==> src/rtl/freq_meter_defs.sv <==
// Shared constants for the frequency meter: FSM encoding, parameter defaults
// and the width of the published edge count.
package freq_meter_defs;

   typedef enum logic [1:0] {
      ST_IDLE    = 2'd0,
      ST_MEASURE = 2'd1,
      ST_LATCH   = 2'd2
   } state_t;

   localparam int DEF_GATE_CYCLES = 100_000_000;
   localparam int DEF_MAX_COUNT   = 9999;
   localparam int FREQ_W          = 14;

endpackage

==> src/rtl/sync_edge_det.sv <==
// Two-flop synchronizer for an asynchronous input followed by a registered
// rising-edge detector; rise is a one-cycle pulse 3 clk edges after d rises.
module sync_edge_det (
   input  logic clk,
   input  logic rst,
   input  logic d,
   output logic rise
);

   logic meta_q, meta_d;
   logic sync_q, sync_d;
   logic prev_q, prev_d;
   logic rise_q, rise_d;

   always_comb begin
      meta_d = d;
      sync_d = meta_q;
      prev_d = sync_q;
      rise_d = sync_q & ~prev_q;
   end

   always_ff @(posedge clk) begin
      if (rst) begin
         meta_q <= 1'b0;
         sync_q <= 1'b0;
         prev_q <= 1'b0;
         rise_q <= 1'b0;
      end else begin
         meta_q <= meta_d;
         sync_q <= sync_d;
         prev_q <= prev_d;
         rise_q <= rise_d;
      end
   end

   assign rise = rise_q;

endmodule

==> src/rtl/freq_meter.sv <==
// Gated frequency meter: counts rising edges of sig_in over a window of
// GATE_CYCLES clocks and publishes the (saturating) count with a valid pulse.
module freq_meter
   import freq_meter_defs::*;
#(
   parameter int GATE_CYCLES = DEF_GATE_CYCLES,
   parameter int MAX_COUNT   = DEF_MAX_COUNT
) (
   input  logic              clk,
   input  logic              rst,
   input  logic              en,
   input  logic              sig_in,
   output logic [FREQ_W-1:0] freq,
   output logic              overflow,
   output logic              valid,
   output logic              busy
);

   localparam int GW = (GATE_CYCLES > 1) ? $clog2(GATE_CYCLES) : 1;
   localparam logic [GW-1:0]     GATE_LAST = GW'(GATE_CYCLES - 1);
   localparam logic [FREQ_W-1:0] MAX_C     = FREQ_W'(MAX_COUNT);

   state_t            state_q, state_d;
   logic [GW-1:0]     gate_cnt_q, gate_cnt_d;
   logic [FREQ_W-1:0] edge_cnt_q, edge_cnt_d;
   logic              ovf_q, ovf_d;
   logic [FREQ_W-1:0] freq_q, freq_d;
   logic              overflow_q, overflow_d;
   logic              valid_q, valid_d;
   logic              busy_q, busy_d;
   logic              edge_pulse;

   sync_edge_det u_sync_edge_det (
      .clk  (clk),
      .rst  (rst),
      .d    (sig_in),
      .rise (edge_pulse)
   );

   always_comb begin
      state_d    = state_q;
      gate_cnt_d = gate_cnt_q;
      edge_cnt_d = edge_cnt_q;
      ovf_d      = ovf_q;
      freq_d     = freq_q;
      overflow_d = overflow_q;
      valid_d    = 1'b0;

      case (state_q)
         ST_IDLE: begin
            gate_cnt_d = '0;
            edge_cnt_d = '0;
            ovf_d      = 1'b0;
            if (en) begin
               state_d = ST_MEASURE;
            end
         end

         ST_MEASURE: begin
            if (!en) begin
               // Abort: drop the partial window, published result untouched.
               state_d    = ST_IDLE;
               gate_cnt_d = '0;
               edge_cnt_d = '0;
               ovf_d      = 1'b0;
            end else begin
               gate_cnt_d = gate_cnt_q + GW'(1);
               if (edge_pulse) begin
                  if (edge_cnt_q == MAX_C) begin
                     ovf_d = 1'b1;
                  end else begin
                     edge_cnt_d = edge_cnt_q + FREQ_W'(1);
                  end
               end
               // Final gate cycle still counts its edge; the counter is parked
               // at 0 so it cannot wrap when GATE_CYCLES is a power of two.
               if (gate_cnt_q == GATE_LAST) begin
                  state_d    = ST_LATCH;
                  gate_cnt_d = '0;
               end
            end
         end

         ST_LATCH: begin
            freq_d     = edge_cnt_q;
            overflow_d = ovf_q;
            valid_d    = 1'b1;
            gate_cnt_d = '0;
            edge_cnt_d = '0;
            ovf_d      = 1'b0;
            state_d    = en ? ST_MEASURE : ST_IDLE;
         end

         default: begin
            state_d    = ST_IDLE;
            gate_cnt_d = '0;
            edge_cnt_d = '0;
            ovf_d      = 1'b0;
         end
      endcase

      busy_d = (state_d != ST_IDLE);
   end

   always_ff @(posedge clk) begin
      if (rst) begin
         state_q    <= ST_IDLE;
         gate_cnt_q <= '0;
         edge_cnt_q <= '0;
         ovf_q      <= 1'b0;
         freq_q     <= '0;
         overflow_q <= 1'b0;
         valid_q    <= 1'b0;
         busy_q     <= 1'b0;
      end else begin
         state_q    <= state_d;
         gate_cnt_q <= gate_cnt_d;
         edge_cnt_q <= edge_cnt_d;
         ovf_q      <= ovf_d;
         freq_q     <= freq_d;
         overflow_q <= overflow_d;
         valid_q    <= valid_d;
         busy_q     <= busy_d;
      end
   end

   assign freq     = freq_q;
   assign overflow = overflow_q;
   assign valid    = valid_q;
   assign busy     = busy_q;

endmodule
==> config.mk <==
export PLATFORM = sky130hd
export DESIGN_NAME = freq_meter
export DESIGN_NICKNAME = d
export VERILOG_FILES = /design/src/rtl/freq_meter_defs.sv /design/src/rtl/sync_edge_det.sv /design/src/rtl/freq_meter.sv
export SDC_FILE = /design/constraint.sdc
export NUM_CORES = 1
export LEC_CHECK = 0
export CORE_ASPECT_RATIO = 0.5
export CORE_MARGIN = 5
export CORE_UTILIZATION = 48
export CTS_CLUSTER_DIAMETER = 80
export DETAILED_ROUTE_END_ITERATION = 10
export PLACE_DENSITY = 0.68
export SLEW_MARGIN = 20
export SYNTH_ARGS = -nofsm -noshare
export SYNTH_HDL_FRONTEND = slang
export SYNTH_SLANG_ARGS = --single-unit
==> constraint.sdc <==
create_clock -name clk -period 2.2 [get_ports clk]
set_input_delay 0.44 -clock clk [delete_from_list [all_inputs] [get_ports clk]]
set_output_delay 0.44 -clock clk [all_outputs]
set_load 0.02 [all_outputs]
Yosys cells after proc, flatten, opt, wreduce, memory -nomap -nowiden. Cells that the tools add are included.

Bits in registers: 65. Logic and storage cells: 35. Output and inout port bits: 17.

Equality and inequality tests: 4. Reduce and logical (&&, ||, !) cells: 6. $add $sub $neg: 2. Bitwise logic cells: 5. Mux-type cells: 6.

Operator list (number): 27-bit by 1-bit adder with 27-bit output (second input constant) (1); 27-bit equality test (second input constant) (1); 14-bit by 1-bit adder with 14-bit output (second input constant) (1); 14-bit equality test (second input constant) (1); 2-bit 2-to-1 mux (3); 2-bit one-hot mux with 3 select lines (1); 1-bit NOT (4); 2-bit AND reduction (2); 4-bit OR reduction (1); 3-bit OR reduction (1); 2-bit by 1-bit equality test with 1-bit output (second input constant) (1); 2-bit equality test (second input constant) (1); 2-bit logical NOT (1); 1-bit 2-to-1 mux (2); 2-bit nonzero test (1); 1-bit AND (1).

Longest topological paths before layout. Gate-level depths: netlist of run 1.

Depth after elaboration: 5. Gate-level depth with buffers: 7. Gate-level depth less buffers: 5.

Hierarchy. A second synthesis of run 1 with hierarchy kept.

Cells, all modules: 327. Area total of the unflattened synthesis: 2826.5 um2.

Modules (own cells, without submodules): freq_meter (sequential area each 1221.2 um2, area each 2715.1 um2, times used 1, cells each 319); sync_edge_det (sequential area each 80.1 um2, area each 111.4 um2, times used 1, cells each 8).

Least setup slack after synthesis of run 1. OpenSTA, ideal clock, no wires.

Path type: input-to-reg. Start: input rst. End: register edge_cnt_q[7]. Required time: 2.140 ns. Buffers on the path: 1. Path slack: 0.373 ns. Library setup time: 0.060 ns. Arrival: 1.767 ns. Stages on the path: 5. Cell sequence: nand2b_1 > or3b_2 > clkbuf_1 > or4_1 > nand2_1.

Cells in the longest elaborated chain, start to end: 1.

RTL lines: start: declaration (line freq_meter.sv:10) `input logic rst,`; 3-bit OR reduction (no line); end signal: assignment (line freq_meter.sv:118) `edge_cnt_q <= edge_cnt_d;`; end: declaration (line freq_meter.sv:25) `logic [FREQ_W-1:0] edge_cnt_q, edge_cnt_d;`.

No other way between the ends. A chain may end at the register's enable or synchronous reset.

Final worst setup path of run 1.
Start: register gate_cnt_q[0]. End: register gate_cnt_q[22].

Cells in the longest elaborated chain, start to end: 2. Elaborated cells on any way between the ends: 3. Those cells by class: add/sub: 1; eq/ne: 1; reduce/logical: 1.

RTL lines: start: declaration (line freq_meter.sv:24) `logic [GW-1:0] gate_cnt_q, gate_cnt_d;`; start signal: assignment (line freq_meter.sv:117) `gate_cnt_q <= gate_cnt_d;`; branches (longest 2 deep; another with 27-bit by 1-bit adder with 27-bit output).

Several ways; the timed one is not identified.

==> results of run 1 <==
## worst max-delay path, stage by stage (launching register included)
cell and delay, ns:
dfxtp_1 0.37, ha_1 0.23, nand4_1 0.17, or4_1 0.60, or3_1 0.42, a21oi_2 0.13
## layout make-up
class                      count  share of cell area
clock inverter                 7              0.0283
sequential                    65               0.388
inverter                       5             0.00559
multi-input combinational    233               0.404
tap                           73              0.0272
timing repair buffer          29              0.0798
clock buffer                   9              0.0671
## stage by stage
stage	util	instance area [um^2]	cells	setup WS, ns	hold slack [ns]
4_1_cts	0.608	3360	421	0.210	0.377
2_1_floorplan	-	2750	317	0.373	0.367
3_5_place_dp	0.550	3040	405	0.0598	0.371
5_1_grt	0.608	3360	421	0.0679	0.391
3_3_place_gp	0.550	3040	405	0.0867	0.373
6_report	0.608	3360	421	0.208	0.376
## placed cells by master, fill, tap and decap left out, types with 2 or more instances in the layout
cell type / count
nor4bb_1: 2
dfxtp_1: 65
xnor2_1: 9
and3_1: 3
o31ai_1: 7
or4_1: 11
a21oi_1: 37
and2_1: 4
bufinv_16: 2
nor2b_1: 5
nand2b_1: 3
clkbuf_16: 9
nand2_1: 42
ha_1: 2
nor4_1: 3
clkinv_4: 2
xor2_1: 7
inv_1: 5
or3_1: 12
clkinv_2: 2
and4_1: 6
buf_4: 9
nand4_1: 12
clkdlybuf4s50_1: 20
nor3_1: 4
nand3_1: 14
o21ai_0: 12
nor2_1: 23
o21a_1: 2
## cell usage after synthesis, types with 4 or more instances
library cell	instances
nor2b_1	5
nand3_1	14
nor2_1	23
o21ai_0	12
clkbuf_1	7
nand2_1	42
a21oi_1	37
o31ai_1	7
xnor2_1	9
xor2_1	7
or3_1	12
buf_2	5
and2_1	4
nor3_1	4
and4_1	6
or4_1	11
nand4_1	12
dfxtp_1	65
inv_1	5
## final timing paths
path,cells after the start,end,startpoint,slack (ns)
max,5,gate_cnt_q[22]$_SDFF_PP0_,gate_cnt_q[0]$_SDFF_PP0_,0.21
min,1,u_sync_edge_det.rise$_SDFF_PP0_,u_sync_edge_det.prev_q$_SDFF_PP0_,0.38
max reg2reg,5,gate_cnt_q[22]$_SDFF_PP0_,gate_cnt_q[0]$_SDFF_PP0_,0.21
min reg2reg,1,u_sync_edge_det.rise$_SDFF_PP0_,u_sync_edge_det.prev_q$_SDFF_PP0_,0.38
## per-layer routing
layer / track usage / part of all wire / vias up
li1: - / - / 1191
met1: 0.194 / 0.47 / 1087
met2: 0.278 / 0.48 / 46
met3: 0.0583 / 0.038 / 6
met4: 0.0544 / 0.012 / 0
met5: 0 / 0 / -
## cell families after synthesis
group / after synthesis / synth area share
AOI/OAI and AO/OA: 64 / 0.135
xor gates and xnor gates: 16 / 0.0510
adders and majority gates: 2 / 0.00911
buffers and inverters: 19 / 0.0323
DFF: 65 / 0.474
muxes: 1 / 0.00364
and+or+nand+nor: 150 / 0.295
## where the power goes
part	switching (W)	internal (W)
Clock	0.000507	0.000990
Sequential	0.00000331	0.00118
Combinational	0.0000195	0.0000158
## flip-flops by register name (all words and copies together), names as in the netlist, 2 cells and up
| signal | count |
|---|---|
| state_q | 2 |
| edge_cnt_q | 14 |
| freq | 14 |
| gate_cnt_q | 27 |
==> impl_metrics.yaml, run 1 <==
timing:
  slew_viol_final: 0
  worst_slew_pin_slew_ns: 0.576
  setup_tns_ns: 0
  hold_viol_final: 0
  fin_skew_ns: 0.00511
  fmax_ghz: 0.502
  fin_crit_sh: 0.906
  slew_headroom: 0.616
  min_period_ns: 1.99
  setup-violations-final: 0
  rsz0062_at_grt: "false"
synthesis:
  ys_seq_elements: 65
  syn_area_mm2: 0.00275
  synthArstFlopShare: 0
  ys_warn_count: 0
  synth_edf_count: 0
  yosys-top-cells-area: "dfxtp_1, a21oi_1, nand2_1"
  synthFlopType: "dfxtp_1"
  synth_area_leader_cell: "dfxtp_1"
  synthCells: 317
  seq_area_frac_synth: 0.474
  synth.distinct_cells: 40
  syn_nets: 323
  synth.avg_cell_area_um2: 8.66
  synthDominantCellAreaShare: 0.474
placed_design:
  place.port_buffers: 20
  dp_hpwl_mm: 3.93
  routabilityCongestion: 0.840
power_and_ir_drop:
  p_leak_nw: 1.05
  powerDensity_mw_per_mm2: 810
  power_w: 0.00272
  vdd_drop_max_mv: 0.420
cells_and_area:
  nNetsFinal: 349
  multiInputGateArea_mm2: 0.00136
  antenna-diode-count: 0
  fill_cells: 489
  layout.area.seq_mm2: 0.00130
  drive_gt1_frac: 0.0891
  syn2layout_area_growth_pct: 22.2
critical_path:
  critPathKind: "reg2reg"
  crit_path_start_kind: "flip-flop"
  crit_required_ns: 2.46
  cp_max_fo: 9
  worstPathArrival_ns: 2.25
  crit_path_end_kind: "flip-flop"
global_route:
  grt_pass1_vias: 2229
  overflow: 0
  grt_max_degree: 27
  track_usage: 0.165
  grt_pass1_wl_mm: 9.89
  antenna_found_initial: 0
clocking:
  insertion_delay_ns: 0.32
  post_cts_resized: 0
  cts.path.max_buffers: 2
  cts_buffers: 9
  cts_tree: "yes"
  path_clk_slew_ns: 0.06
  htreeDepth: 3
  post_cts_buffers: 0
  cts_hold_buf: 0
  clock_sinks: 65
  clk_root_buffer_cell: "clkbuf_16"
floorplan:
  ios: 21
  fp.dieW_um: 117
  dieArea_mm2: 0.00743
  core-area_mm2: 0.00552
  rows: 19
  start_util: 0.498
  die_y_um: 63.5
flow_run:
  maxCapViolations: 0
outcome:
  outcome: "completed"
drt:
  finalWirelength_mm: 5.74
  vias: 2330
  first_pass_iters: 4
  avgViaCountPerCell: 5.53
  ant_nets: 0
  drt_iter0_markers: 152
  drc: 0
  wl_per_cell_um: 13.6
min_path:
  hold_path_class: "reg2reg"
Power figures use the tool's default switching activity.
==> run 2, diff against run 1 <==
--- a/config.mk
+++ b/config.mk
@@ -10,7 +10,7 @@
 export CORE_UTILIZATION = 48
 export CTS_CLUSTER_DIAMETER = 80
 export DETAILED_ROUTE_END_ITERATION = 10
-export PLACE_DENSITY = 0.68
+export PLACE_DENSITY = 0.66
 export SLEW_MARGIN = 20
 export SYNTH_ARGS = -nofsm -noshare
 export SYNTH_HDL_FRONTEND = slang
==> run 2 against run 1 <==
Effect of this change:
- final cell count did not move
- sequential share of layout area rose by 0.25 points
- sequential power barely moved
- routed wire length fell by 1.4%
- core utilization fell by 0.39 points
- via count rose by 1.4%
- critical path type unchanged
==> impl_metrics.yaml, run 2 (synthesis results as in run 1) <==
clocking:
  htreeDepth: 3
  clk_root_buffer_cell: "clkbuf_16"
  clock_sinks: 65
  post_cts_buffers: 0
  cts_hold_buf: 0
  cts.path.max_buffers: 2
  cts_tree: "yes"
  path_clk_slew_ns: 0.05
  insertion_delay_ns: 0.32
  post_cts_resized: 0
  cts_buffers: 9
critical_path:
  cp_slowest_stage_delay_ns: 0.61
  crit_path_end_kind: "flip-flop"
  worst_r2r_path_depth: 5
  worstPathArrival_ns: 2.27
  crit_required_ns: 2.45
  crit_chain: "ha_1 > nand4_1 > or4_1 > or3_1 > a21oi_1"
  crit_path_start_kind: "flip-flop"
  cp_max_fo: 9
  critPathKind: "reg2reg"
  r2r_end: "gate_cnt_q[18]$_SDFF_PP0_"
  r2r_slack_ns: 0.19
  r2r_start: "gate_cnt_q[0]$_SDFF_PP0_"
  crit_slowest_cell: "or4_1"
global_route:
  grt_pass1_wl_mm: 9.77
  overflow: 0
  grt_max_degree: 27
  track_usage: 0.166
  grt_pass1_vias: 2201
  antenna_found_initial: 0
power_and_ir_drop:
  p_comb_frac: 0.014
  vdd_drop_max_mv: 0.533
  netSwitchingFraction: 0.193
  powerDensity_mw_per_mm2: 769
  clock_power_share: 0.523
  p_switching_w: 0.000494
  seq_power_share: 0.463
  p_leak_nw: 1.04
  internal-power_w: 0.00207
floorplan:
  rows: 19
  ios: 21
  dieArea_mm2: 0.00743
  start_util: 0.498
  die_y_um: 63.5
  fp.dieW_um: 117
  core-area_mm2: 0.00552
cells_and_area:
  regMostFlops: "gate_cnt_q"
  layout_common_cells: "dfxtp_1, nand2_1, a21oi_1"
  layout_commonest_cell: "dfxtp_1"
  largest_reg_flops: 27
  fill_cells: 503
  drive_gt1_frac: 0.0805
  syn2layout_area_growth_pct: 21.4
  nNetsFinal: 350
  multiInputGateArea_mm2: 0.00136
  layout.area.seq_mm2: 0.00130
  antenna-diode-count: 0
drt:
  drc: 0
  wl_per_cell_um: 13.4
  finalWirelength_mm: 5.66
  drt_iter0_markers: 151
  ant_nets: 0
  vias: 2362
  first_pass_iters: 4
  avgViaCountPerCell: 5.61
outcome:
  outcome: "completed"
timing:
  fin_skew_ns: 0.00257
  hold_viol_final: 0
  fin_crit_sh: 0.914
  setup_tns_ns: 0
  setup-violations-final: 0
  min_period_ns: 2.01
  slew_viol_final: 0
  holdWs_ns: 0.391
  fmax_ghz: 0.497
  slew_headroom: 0.618
  worst_slew_pin_slew_ns: 0.573
  rsz0062_at_grt: "false"
min_path:
  hold_depth: 1
  min_delay_worst_endpoint: "u_sync_edge_det.rise$_SDFF_PP0_"
  hold_path_class: "reg2reg"
  hold_start: "u_sync_edge_det.prev_q$_SDFF_PP0_"
flow_run:
  maxCapViolations: 0
placed_design:
  routabilityCongestion: 0.826
  dp_hpwl_mm: 3.89
  place.port_buffers: 20
-- run 2: area by class of cell --
type | instances | share of cell area
Tap cell | 73 | 0.0274
Clock buffer | 12 | 0.0709
Sequential cell | 65 | 0.390
Clock inverter | 3 | 0.0128
Timing Repair Buffer | 30 | 0.0863
Multi-Input combinational cell | 233 | 0.407
Inverter | 5 | 0.00563
-- run 2: how the worst max path moves through the flow --
| stage | start | end | slack [ns] | cells after the start |
|---|---|---|---|---|
| detailed placement | rst | edge_cnt_q[7]$_SDFFE_PP0P_ | 0.04 | 5 |
| CTS | gate_cnt_q[0]$_SDFF_PP0_ | gate_cnt_q[18]$_SDFF_PP0_ | 0.20 | 5 |
| global placement | rst | edge_cnt_q[7]$_SDFFE_PP0P_ | 0.08 | 5 |
| global route | gate_cnt_q[0]$_SDFF_PP0_ | gate_cnt_q[18]$_SDFF_PP0_ | 0.11 | 5 |
| floorplan | rst | edge_cnt_q[7]$_SDFFE_PP0P_ | 0.37 | 5 |
| finish | gate_cnt_q[0]$_SDFF_PP0_ | gate_cnt_q[18]$_SDFF_PP0_ | 0.19 | 5 |
-- run 2: metrics by stage --
step | cells | utilization | total power, W | area (um^2) | setup WS, ns
floorplan | 317 | - | 0.00123 | 2750 | 0.373
global placement | 406 | 0.554 | 0.00125 | 3060 | 0.0848
CTS | 421 | 0.605 | 0.00259 | 3330 | 0.198
global route | 421 | 0.605 | 0.00266 | 3330 | 0.113
finish | 421 | 0.605 | 0.00256 | 3330 | 0.189
detailed placement | 406 | 0.554 | 0.00125 | 3060 | 0.0407
-- run 2: worst max-delay path, delay by kind of cell, from the launching register on --
kind                     cells  cell delay, ns
AO/OA/AOI/OAI                1            0.14
adder cells (fa/ha/maj)      1            0.24
flip-flops                   1            0.36
AND/OR/NAND/NOR              3            1.19
-- run 2: per-layer routing --
| layer | track usage | vias to the layer above | wire length (um) |
|---|---|---|---|
| met2 | 0.273 | 46 | 2700 |
| met1 | 0.191 | 1107 | 2590 |
| met4 | 0.0529 | 0 | 51 |
| li1 | - | 1202 | - |
| met5 | 0 | - | 0 |
| met3 | 0.0774 | 7 | 313 |
-- run 2: power by group through the flow --
stage / logic [W] / clock network [W] / registers [W]
final: 0.0000363 / 0.00134 / 0.00119
after global routing: 0.0000401 / 0.00143 / 0.00119
after CTS: 0.0000367 / 0.00137 / 0.00119
after detailed placement: 0.0000366 / 0 / 0.00121
after global placement: 0.0000361 / 0 / 0.00121
after floorplan: 0.0000196 / 0 / 0.00121
==> run 3, diff against run 2 <==
--- a/config.mk
+++ b/config.mk
@@ -7,10 +7,10 @@
 export LEC_CHECK = 0
 export CORE_ASPECT_RATIO = 0.5
 export CORE_MARGIN = 5
-export CORE_UTILIZATION = 48
+export CORE_UTILIZATION = 55
 export CTS_CLUSTER_DIAMETER = 80
 export DETAILED_ROUTE_END_ITERATION = 10
-export PLACE_DENSITY = 0.66
+export PLACE_DENSITY = 0.74
 export SLEW_MARGIN = 20
 export SYNTH_ARGS = -nofsm -noshare
 export SYNTH_HDL_FRONTEND = slang
==> run 3 against run 2 <==
Effect of this change:
- sequential power about the same
- final cell count decreased by 0.48%
- clock skew increased by 0.0036 ns
- core utilization increased by 7.2 points
- register-to-register slack got worse by 0.02 ns
- final area decreased by 0.90%
- worst hold slack improved by 0.0040 ns
- clock-buffer cell count decreased by 2
- sequential share of layout area increased by 0.35 points
==> impl_metrics.yaml, run 3 (synthesis results as in run 1) <==
power_and_ir_drop:
  powerDensity_mw_per_mm2: 747
  vdd_drop_max_mv: 0.403
  p_leak_nw: 1.03
drt:
  first_pass_iters: 4
  drc: 0
  avgViaCountPerCell: 5.75
  drt_iter0_markers: 90
  finalWirelength_mm: 5.65
  ant_nets: 0
  wl_per_cell_um: 13.5
  vias: 2409
timing:
  worst_slew_pin_slew_ns: 0.549
  min_period_ns: 2.03
  setup-violations-final: 0
  setup_tns_ns: 0
  setup_ws_ns: 0.173
  fin_skew_ns: 0.00617
  fin_crit_sh: 0.921
  fmax_ghz: 0.493
  hold_viol_final: 0
  slew_headroom: 0.634
  slew_viol_final: 0
  rsz0062_at_grt: "false"
clocking:
  cts_tree: "yes"
  clk_root_buffer_cell: "clkbuf_8"
  path_clk_slew_ns: 0.07
  clock_sinks: 65
  insertion_delay_ns: 0.34
  htreeDepth: 3
  post_cts_buffers: 0
  post_cts_resized: 0
  cts_buffers: 9
  cts_hold_buf: 0
  cts.path.max_buffers: 2
floorplan:
  start_util: 0.562
  rows: 18
  core-area_mm2: 0.00489
  dieArea_mm2: 0.00659
  ios: 21
  fp.dieW_um: 110
  die_y_um: 60.0
critical_path:
  cp-startpoint: "gate_cnt_q[0]$_SDFF_PP0_"
  crit_path_start_kind: "flip-flop"
  r2r_slack_ns: 0.17
  r2r_end: "gate_cnt_q[24]$_SDFF_PP0_"
  crit_required_ns: 2.46
  crit_end: "gate_cnt_q[24]$_SDFF_PP0_"
  r2r_start: "gate_cnt_q[0]$_SDFF_PP0_"
  crit_path_end_kind: "flip-flop"
  worstPathArrival_ns: 2.29
  worst_r2r_path_depth: 5
  cp_max_fo: 9
  critPathKind: "reg2reg"
global_route:
  antenna_found_initial: 0
  track_usage: 0.195
  grt_pass1_vias: 2280
  grt_max_degree: 27
  overflow: 0
  grt_pass1_wl_mm: 9.90
cells_and_area:
  layout.area.seq_mm2: 0.00130
  fill_cells: 423
  layout_commonest_cell: "dfxtp_1"
  antenna-diode-count: 0
  multiInputGateArea_mm2: 0.00136
  nNetsFinal: 350
  drive_gt1_frac: 0.0917
  syn2layout_area_growth_pct: 20.3
  largest_reg_flops: 27
  regMostFlops: "gate_cnt_q"
  layout_common_cells: "dfxtp_1, nand2_1, a21oi_1"
placed_design:
  dp_hpwl_mm: 3.89
  routabilityCongestion: 0.834
  place_ws_ns: 0.0693
  place.port_buffers: 20
outcome:
  outcome: "completed"
min_path:
  hold_path_class: "reg2reg"
flow_run:
  maxCapViolations: 0
[run 3: cell count changes in the layout (fill, tap and decap cells not counted)]
cell / change
bufinv_16: +2
clkbuf_8: +10
clkinv_4: +2
clkbuf_1: -3
clkinv_2: -1
clkbuf_16: -9
[run 3: critical path, cell delays in order, from the launching register on]
cell and delay (ns):
dfxtp_1 0.37, ha_1 0.25, nand4_1 0.18, or4_1 0.61
or3_1 0.40, a21oi_1 0.15
[run 3: report_power, final]
group	switching (W)	internal, W
clock	0.000459	0.000787
sequential	0.00000313	0.00118
combinational	0.0000194	0.0000169
[run 3: cell type report]
class / count / share of cell area
timing repair buffer: 30 / 0.0871
inverter: 5 / 0.00568
sequential: 65 / 0.394
clock buffer: 10 / 0.0417
tap: 70 / 0.0265
clock inverter: 6 / 0.0348
multi-input combinational: 233 / 0.410
[run 3: worst min path at each step]
stage	from	depth (start not counted)	slack, ns	to
4_1_cts	u_sync_edge_det.prev_q$_SDFF_PP0_	1	0.40	u_sync_edge_det.rise$_SDFF_PP0_
6_report	u_sync_edge_det.prev_q$_SDFF_PP0_	1	0.39	u_sync_edge_det.rise$_SDFF_PP0_
3_3_place_gp	u_sync_edge_det.prev_q$_SDFF_PP0_	1	0.38	u_sync_edge_det.rise$_SDFF_PP0_
3_5_place_dp	u_sync_edge_det.prev_q$_SDFF_PP0_	1	0.39	u_sync_edge_det.rise$_SDFF_PP0_
5_1_grt	u_sync_edge_det.prev_q$_SDFF_PP0_	1	0.40	u_sync_edge_det.rise$_SDFF_PP0_
2_1_floorplan	u_sync_edge_det.prev_q$_SDFF_PP0_	1	0.37	u_sync_edge_det.rise$_SDFF_PP0_
[run 3: layer usage]
| layer | up-vias | part of all wire | wire [um] | track usage |
|---|---|---|---|---|
| met1 | 1140 | 0.45 | 2530 | 0.220 |
| met5 | - | 0 | 0 | 0 |
| li1 | 1200 | - | - | - |
| met4 | 0 | 0.017 | 96 | 0.0817 |
| met2 | 57 | 0.48 | 2700 | 0.337 |
| met3 | 12 | 0.056 | 317 | 0.0712 |
[run 3: metrics by stage]
stage          instance area, um^2  instances  utilization  power [W]  hold slack, ns
2_1_floorplan                 2750        317            -    0.00123           0.367
3_3_place_gp                  3050        403        0.624    0.00125           0.376
3_5_place_dp                  3050        403        0.624    0.00125           0.386
4_1_cts                       3300        419        0.676    0.00248           0.400
5_1_grt                       3300        419        0.676    0.00256           0.404
6_report                      3300        419        0.676    0.00247           0.395
